[config.mk]
export PLATFORM = sky130hd
export DESIGN_NAME = fir_interp_mc
export DESIGN_NICKNAME = d
export VERILOG_FILES = /design/src/rtl/fir_interp_mc.sv
export SDC_FILE = /design/constraint.sdc
export NUM_CORES = 2
export LEC_CHECK = 0
export ABC_AREA = 1
export BUFFER_PORTS_ARGS = -buffer_cell sky130_fd_sc_hd__buf_4
export CAP_MARGIN = 20
export CORE_MARGIN = 2
export CORE_UTILIZATION = 42
export DETAILED_ROUTE_END_ITERATION = 6
export MAX_ROUTING_LAYER = met4
export PLACE_DENSITY_LB_ADDON = 0.05
export SLEW_MARGIN = 20
export SYNTH_ARGS = -nofsm -noshare
export SYNTH_HDL_FRONTEND = slang
export SYNTH_SLANG_ARGS = --single-unit
[constraint.sdc]
create_clock -name clk -period 10.7 [get_ports clk]
set_clock_uncertainty 0.15 [all_clocks]
set_input_delay 1.07 -clock clk [delete_from_list [all_inputs] [get_ports clk]]
set_output_delay 1.07 -clock clk [all_outputs]
set_load 0.005 [all_outputs]
[src/rtl/fir_interp_mc.sv]
// Multichannel polyphase FIR interpolator: one input sample yields L outputs (phases 0..L-1).
// Optional macro FIR_INTERP_MC_SAT_EN saturates results; otherwise results wrap to SAMPLE_SIZE bits.
module fir_interp_mc #(
  parameter int CH          = 2,
  parameter int L_MAX       = 8,
  parameter int N           = 16,
  parameter int SAMPLE_SIZE = 16,
  parameter int COEFF_SIZE  = 16
) (
  input  logic                                   clk,
  input  logic                                   rst,
  input  logic [$clog2(L_MAX+1)-1:0]             l_sel,
  input  logic                                   in_valid,
  output logic                                   in_ready,
  input  logic [SAMPLE_SIZE-1:0]                 din,
  output logic                                   out_valid,
  input  logic                                   out_ready,
  output logic [SAMPLE_SIZE-1:0]                 dout,
  output logic [((CH > 1) ? $clog2(CH) : 1)-1:0] out_ch,
  output logic [$clog2(L_MAX)-1:0]               out_phase,
  input  logic                                   c_we,
  input  logic [$clog2(L_MAX*N)-1:0]             c_addr,
  input  logic [COEFF_SIZE-1:0]                  c_in,
  output logic                                   c_ready
);

  localparam int LW   = $clog2(L_MAX + 1);
  localparam int CHW  = (CH > 1) ? $clog2(CH) : 1;
  localparam int PW   = $clog2(L_MAX);
  localparam int AW   = $clog2(L_MAX * N);
  localparam int NW   = (N > 1) ? $clog2(N) : 1;
  localparam int DAW  = (CH * N > 1) ? $clog2(CH * N) : 1;
  localparam int MW   = $clog2(N + 1);
  localparam int ACCW = SAMPLE_SIZE + COEFF_SIZE + $clog2(N);
  localparam int EW   = ACCW + LW + 1;
  localparam logic signed [EW-1:0] RND = EW'(1) <<< (COEFF_SIZE - 2);

  typedef enum logic [2:0] {CLR, IDLE, WR, MAC, OUT} state_t;

  state_t state_reg, state_next;

  logic [DAW-1:0]                      clr_cnt_reg;
  logic [CHW-1:0]                      ch_cnt_reg, ch_lat_reg;
  logic [SAMPLE_SIZE-1:0]              din_lat_reg;
  logic [LW-1:0]                       l_lat_reg;
  logic [PW-1:0]                       p_reg;
  logic [MW-1:0]                       mac_cnt_reg;
  logic signed [ACCW-1:0]              acc_reg;
  logic [NW-1:0]                       wp_reg [CH];
  logic [SAMPLE_SIZE-1:0]              dout_reg;
  logic [CHW-1:0]                      out_ch_reg;
  logic [PW-1:0]                       out_phase_reg;

  logic [SAMPLE_SIZE-1:0]              dl_mem [CH*N];
  logic [COEFF_SIZE-1:0]               coef_mem [L_MAX*N];
  logic [SAMPLE_SIZE-1:0]              dl_rdata;
  logic [COEFF_SIZE-1:0]               coef_rdata;

  logic                                accept, last_phase, mac_done, dl_we;
  logic [NW-1:0]                       wp_cur, wp_inc;
  logic [MW-1:0]                       k_rd;
  logic [NW:0]                         tap_sum, tap_idx;
  logic [DAW-1:0]                      dl_raddr, dl_waddr;
  logic [SAMPLE_SIZE-1:0]              dl_wdata;
  logic [AW-1:0]                       c_raddr;
  logic [LW-1:0]                       l_clamped;
  logic signed [SAMPLE_SIZE+COEFF_SIZE-1:0] prod;
  logic signed [ACCW-1:0]              acc_sum;
  logic signed [EW-1:0]                acc_ext, l_ext, scaled, rounded;
  logic [SAMPLE_SIZE-1:0]              res;

  // State register
  always_ff @(posedge clk or posedge rst) begin
    if (rst) state_reg <= CLR;
    else     state_reg <= state_next;
  end

  // Next-state logic
  always_comb begin
    state_next = state_reg;
    case (state_reg)
      CLR:     if (clr_cnt_reg == DAW'(CH * N - 1)) state_next = IDLE;
      IDLE:    if (accept) state_next = WR;
      WR:      state_next = MAC;
      MAC:     if (mac_done) state_next = OUT;
      OUT:     if (out_ready) state_next = last_phase ? IDLE : MAC;
      default: state_next = CLR;
    endcase
  end

  // Handshake outputs
  always_comb begin
    c_ready   = (state_reg == IDLE);
    in_ready  = (state_reg == IDLE) && !c_we;
    out_valid = (state_reg == OUT);
  end

  assign accept     = in_valid && in_ready;
  assign mac_done   = (mac_cnt_reg == MW'(N));
  assign last_phase = (int'(p_reg) + 1 >= int'(l_lat_reg));
  assign l_clamped  = (l_sel == '0) ? LW'(1) : ((l_sel > LW'(L_MAX)) ? LW'(L_MAX) : l_sel);

  // Tap k of phase p pairs sample x[n-k] (newest first) with coefficient p*N+k.
  always_comb begin
    wp_cur   = wp_reg[ch_lat_reg];
    wp_inc   = (wp_cur == NW'(N - 1)) ? '0 : wp_cur + NW'(1);
    k_rd     = (mac_cnt_reg < MW'(N)) ? mac_cnt_reg : '0;
    tap_sum  = {1'b0, wp_cur} + (NW+1)'(N - 1) - (NW+1)'(k_rd);
    tap_idx  = (tap_sum >= (NW+1)'(N)) ? tap_sum - (NW+1)'(N) : tap_sum;
    dl_raddr = DAW'(int'(ch_lat_reg) * N + int'(tap_idx));
    c_raddr  = AW'(int'(p_reg) * N + int'(k_rd));
    dl_we    = (state_reg == CLR) || (state_reg == WR);
    dl_waddr = (state_reg == CLR) ? clr_cnt_reg : DAW'(int'(ch_lat_reg) * N + int'(wp_cur));
    dl_wdata = (state_reg == CLR) ? '0 : din_lat_reg;
  end

  always_ff @(posedge clk) begin
    if (dl_we) dl_mem[dl_waddr] <= dl_wdata;
    dl_rdata <= dl_mem[dl_raddr];
  end

  // Coefficients are not reset so they survive rst.
  always_ff @(posedge clk) begin
    if (c_we && c_ready) coef_mem[c_addr] <= c_in;
    coef_rdata <= coef_mem[c_raddr];
  end

  always_comb begin
    prod    = $signed(dl_rdata) * $signed(coef_rdata);
    acc_sum = acc_reg + ACCW'(prod);
    acc_ext = EW'(acc_sum);
    l_ext   = EW'($signed({1'b0, l_lat_reg}));
    scaled  = acc_ext * l_ext;
    rounded = scaled + RND;
  end

`ifdef FIR_INTERP_MC_SAT_EN
  localparam logic signed [EW-1:0] SMAX = (EW'(1) <<< (SAMPLE_SIZE - 1)) - EW'(1);
  localparam logic signed [EW-1:0] SMIN = -SMAX - EW'(1);
  logic signed [EW-1:0] shifted;
  always_comb begin
    shifted = rounded >>> (COEFF_SIZE - 1);
    if (shifted > SMAX)      res = SAMPLE_SIZE'(SMAX);
    else if (shifted < SMIN) res = SAMPLE_SIZE'(SMIN);
    else                     res = SAMPLE_SIZE'(shifted);
  end
`else
  always_comb res = SAMPLE_SIZE'(rounded >>> (COEFF_SIZE - 1));
`endif

  genvar gi;
  generate
    for (gi = 0; gi < CH; gi++) begin : g_wp
      always_ff @(posedge clk or posedge rst) begin
        if (rst)                                               wp_reg[gi] <= '0;
        else if (state_reg == WR && ch_lat_reg == CHW'(gi))    wp_reg[gi] <= wp_inc;
      end
    end
  endgenerate

  always_ff @(posedge clk or posedge rst) begin
    if (rst) begin
      clr_cnt_reg   <= '0;
      ch_cnt_reg    <= '0;
      ch_lat_reg    <= '0;
      din_lat_reg   <= '0;
      l_lat_reg     <= LW'(1);
      p_reg         <= '0;
      mac_cnt_reg   <= '0;
      acc_reg       <= '0;
      dout_reg      <= '0;
      out_ch_reg    <= '0;
      out_phase_reg <= '0;
    end else begin
      case (state_reg)
        CLR: clr_cnt_reg <= clr_cnt_reg + DAW'(1);
        IDLE: begin
          if (accept) begin
            din_lat_reg <= din;
            l_lat_reg   <= l_clamped;
            ch_lat_reg  <= ch_cnt_reg;
            ch_cnt_reg  <= (ch_cnt_reg == CHW'(CH - 1)) ? '0 : ch_cnt_reg + CHW'(1);
            p_reg       <= '0;
          end
        end
        WR: mac_cnt_reg <= '0;
        MAC: begin
          // First MAC cycle only primes the RAM read pipeline.
          acc_reg     <= (mac_cnt_reg == '0) ? '0 : acc_sum;
          mac_cnt_reg <= mac_cnt_reg + MW'(1);
          if (mac_done) begin
            dout_reg      <= res;
            out_ch_reg    <= ch_lat_reg;
            out_phase_reg <= p_reg;
          end
        end
        OUT: begin
          if (out_ready) begin
            mac_cnt_reg <= '0;
            if (!last_phase) p_reg <= p_reg + PW'(1);
          end
        end
        default: ;
      endcase
    end
  end

  assign dout      = dout_reg;
  assign out_ch    = out_ch_reg;
  assign out_phase = out_phase_reg;

endmodule

==> summary.txt <==
STA
  • Tmin final: 9.53 ns
  • Fin crit share: 89.0%
  • Final hold violations: 0
  • Fin. max-slew vios: 0
  • Fmax: 105 MHz
  • Slew margin rel.: 24.6%
  • RSZ-0062 raised after global routing: no
  • Worst Max-Slew Pin Slew: ~1.1 ns
  • Sum of negative setup slack: 0 ns
  • Setup violators final: 0

Floorplanning
  • Die H: 540 um
  • Core Area: 286000 sq um
  • Die ar.: 292000 sq um
  • Initial Util: 42.3%
  • I/O pin count: 71
  • Die Width: about 540 um
  • # rows: 196

Synth
  • FF+latch count, synth: between 2000 and 3000
  • Post-Synthesis Cell Area: 121000 sq um
  • Syn nets: 10500
  • Synth Area per Inst: 12.1 sq um
  • Mapped Cells: 9950
  • Asr flop ratio synth: 3.61%
  • Post-synthesis sequential area ratio: 66.1%
  • Post-synth EDFFs: 2560
  • Yosys cell types: 53
  • Main synth FF type: edfxtp_1
  • Yosys warns: 0

Drt
  • Drc violations: 0
  • Final WL: 365000 um
  • Via density per instance: ~5.6
  • Initial DRC Count: between 7000 and 8000
  • First-pass DRT Iterations: 6
  • Antenna viol nets, final: 0
  • Routed vias: 78600
  • Routed wire per std cell: 26.1 um

Clock network
  • Hold_buf cts: 0
  • Clk buf depth: 4
  • Max H-tree Level: 5
  • Worst skew pair latency: 0.93 ns
  • Number of post-CTS setup repair buffers: 0
  • CTS tree: built
  • CTS clk-pin slew, worst paths: 0.06 ns
  • Cts bufs inserted: 297
  • CTS Root Cell: clkbuf_16
  • Post-CTS Resized: 0
  • TritonCTS Sinks: approximately 2700

Placed design
  • HPWL after detailed placement: 217000 um
  • Inst Count DP: 13400
  • I/O Buffers: 70
  • Placer Congestion: 0.871

Critical path
  • Crit. End Element: flip-flop
  • Crit path required time: around 11 ns
  • Critical path's slowest cell: dfxtp_1
  • CP Class: reg -> reg
  • CP max FO: 16
  • Worst setup SP type: flip-flop
  • WP data arrival: 10.13 ns
  • Largest stage delay on the critical path: 0.73 ns

Run status
  • Status: completed

Flow run
  • Maxcap violations: 0

Global route
  • GR Util met1: between 30% and 40%
  • Congestion Overflow GR: 0
  • GRT busiest layer: met2
  • Total track usage: 25.5%
  • First-pass GRT wire length: 537000 um
  • Initial antenna violation count: 7
  • M2 GR Usage: 40.1%
  • Vias in the first global route: 77200
  • M3 GR Usage: 2.70%
  • Pin count of the biggest net entering global routing: around 200

Layout
  • Layout cells sized above 1: under 10%
  • Commonest non-fill, non-tap cell in the layout: edfxtp_1
  • Area Overhead vs Synth: 11.7%
  • Most frequent cells in the layout: edfxtp_1, nor2_1, o21ai_0
  • Net count, final: 10600
  • Fin cells: 14000
  • Max reg flops: between 2000 and 2500

Worst hold path
  • Hold Path Class: in -> async
[critical path, delay by kind of cell, from the launching register on]
family	cells	cell delay, ns
flops	1	0.73
xor+xnor	1	0.45
compound gates	6	1.19
simple gates	10	1.37
buf+inv	8	0.42
fa+ha+maj	11	5.10
[synthesized netlist by cell type, drive strengths merged, types with 3 or more instances]
cell type     n  share of area, %
a211oi        3             0.019
xnor2        14              0.10
a31oi        21              0.11
dfrtp        96               2.0
inv         821               2.6
o32ai        56              0.41
clkinv        4             0.012
nand3b        3             0.019
and3         17             0.088
nand4        15             0.078
edfxtp     2560                64
o31ai         3             0.019
dfxtp        32              0.53
ha          190               2.0
nor2       1823               5.7
a21o          4             0.025
fa          340               5.6
o211ai       50              0.31
o21ai      1446               6.0
o22ai       536               2.8
buf         201              0.92
o221ai      176               1.3
nor3         10             0.051
o21bai        8             0.050
mux2i       128               1.1
clkbuf      430               1.3
xor2         19              0.14
nand2       659               2.1
nand3       193              0.80
or2          11             0.057
a21oi        70              0.30
[stage by stage]
| step | setup WS, ns | utilization, % | hold WS, ns | instance area, sq um |
|---|---|---|---|---|
| 2_1_floorplan | 2.10 | - | 0.300 | 121000 |
| 3_3_place_gp | 1.28 | 44.1 | 0.324 | 126000 |
| 3_5_place_dp | 1.17 | 44.1 | 0.319 | 126000 |
| 4_1_cts | 1.15 | 47.2 | 0.140 | 135000 |
| 5_1_grt | 0.510 | 47.3 | 0.193 | 135000 |
| 6_report | 1.17 | 47.3 | 0.170 | 135000 |
[metal layers]
layer	vias to the layer above	part of all wire (%)	wire length [um]
li1	35500	-	-
met1	40300	44	162000
met2	2321	47	173000
met3	502	5.3	19400
met4	0	3.0	11100
met5	-	0	0
[path summary, 6_finish.rpt]
| check | from | to | slack [ns] | cells past startpoint |
|---|---|---|---|---|
| max in group asynchronous | rst | din_lat_reg[15]$_DFFE_PP0P_ | 8.95 | 3 |
| min in group clk | din[7] | din_lat_reg[7]$_DFFE_PP0P_ | 0.21 | 3 |
| worst min register to register | dout[14]$_DFFE_PP0P_ | dout[14]$_DFFE_PP0P_ | 0.33 | 2 |
| worst max register to register | coef_rdata[7]$_DFF_P_ | dout[14]$_DFFE_PP0P_ | 1.17 | 36 |
| worst min-delay path | rst | dout[12]$_DFFE_PP0P_ | 0.17 | 2 |
| worst max-delay path | coef_rdata[7]$_DFF_P_ | dout[14]$_DFFE_PP0P_ | 1.17 | 36 |
[kinds of logic (layout without fill, tap and decap cells)]
group                    count (synthesis)  in the layout  share of synthesized area [%]
AND/OR/NAND/NOR                       2735           2735                           8.84
flip-flops                            2689           2689                           66.1
AO/OA/AOI/OAI                         2377           2377                           11.3
buffers and inverters                 1456           1715                           4.82
adder cells (fa/ha/maj)                530            530                           7.60
multiplexers                           130            130                           1.08
XOR/XNOR                                33             33                          0.239
other                                    0             11                              0
[layout make-up]
class	instances	area [sq um]
tap	3762	4710
clock buffer	393	7970
multi-input combinational	5805	35300
inverter	825	3140
clock inverter	139	1040
fill	25600	151000
timing repair buffer	358	2860
sequential	2689	79900
antenna	11	27.5
Power is not shown: default switching activity piles up to over one toggle a cycle in this logic, so the estimate is an artifact.
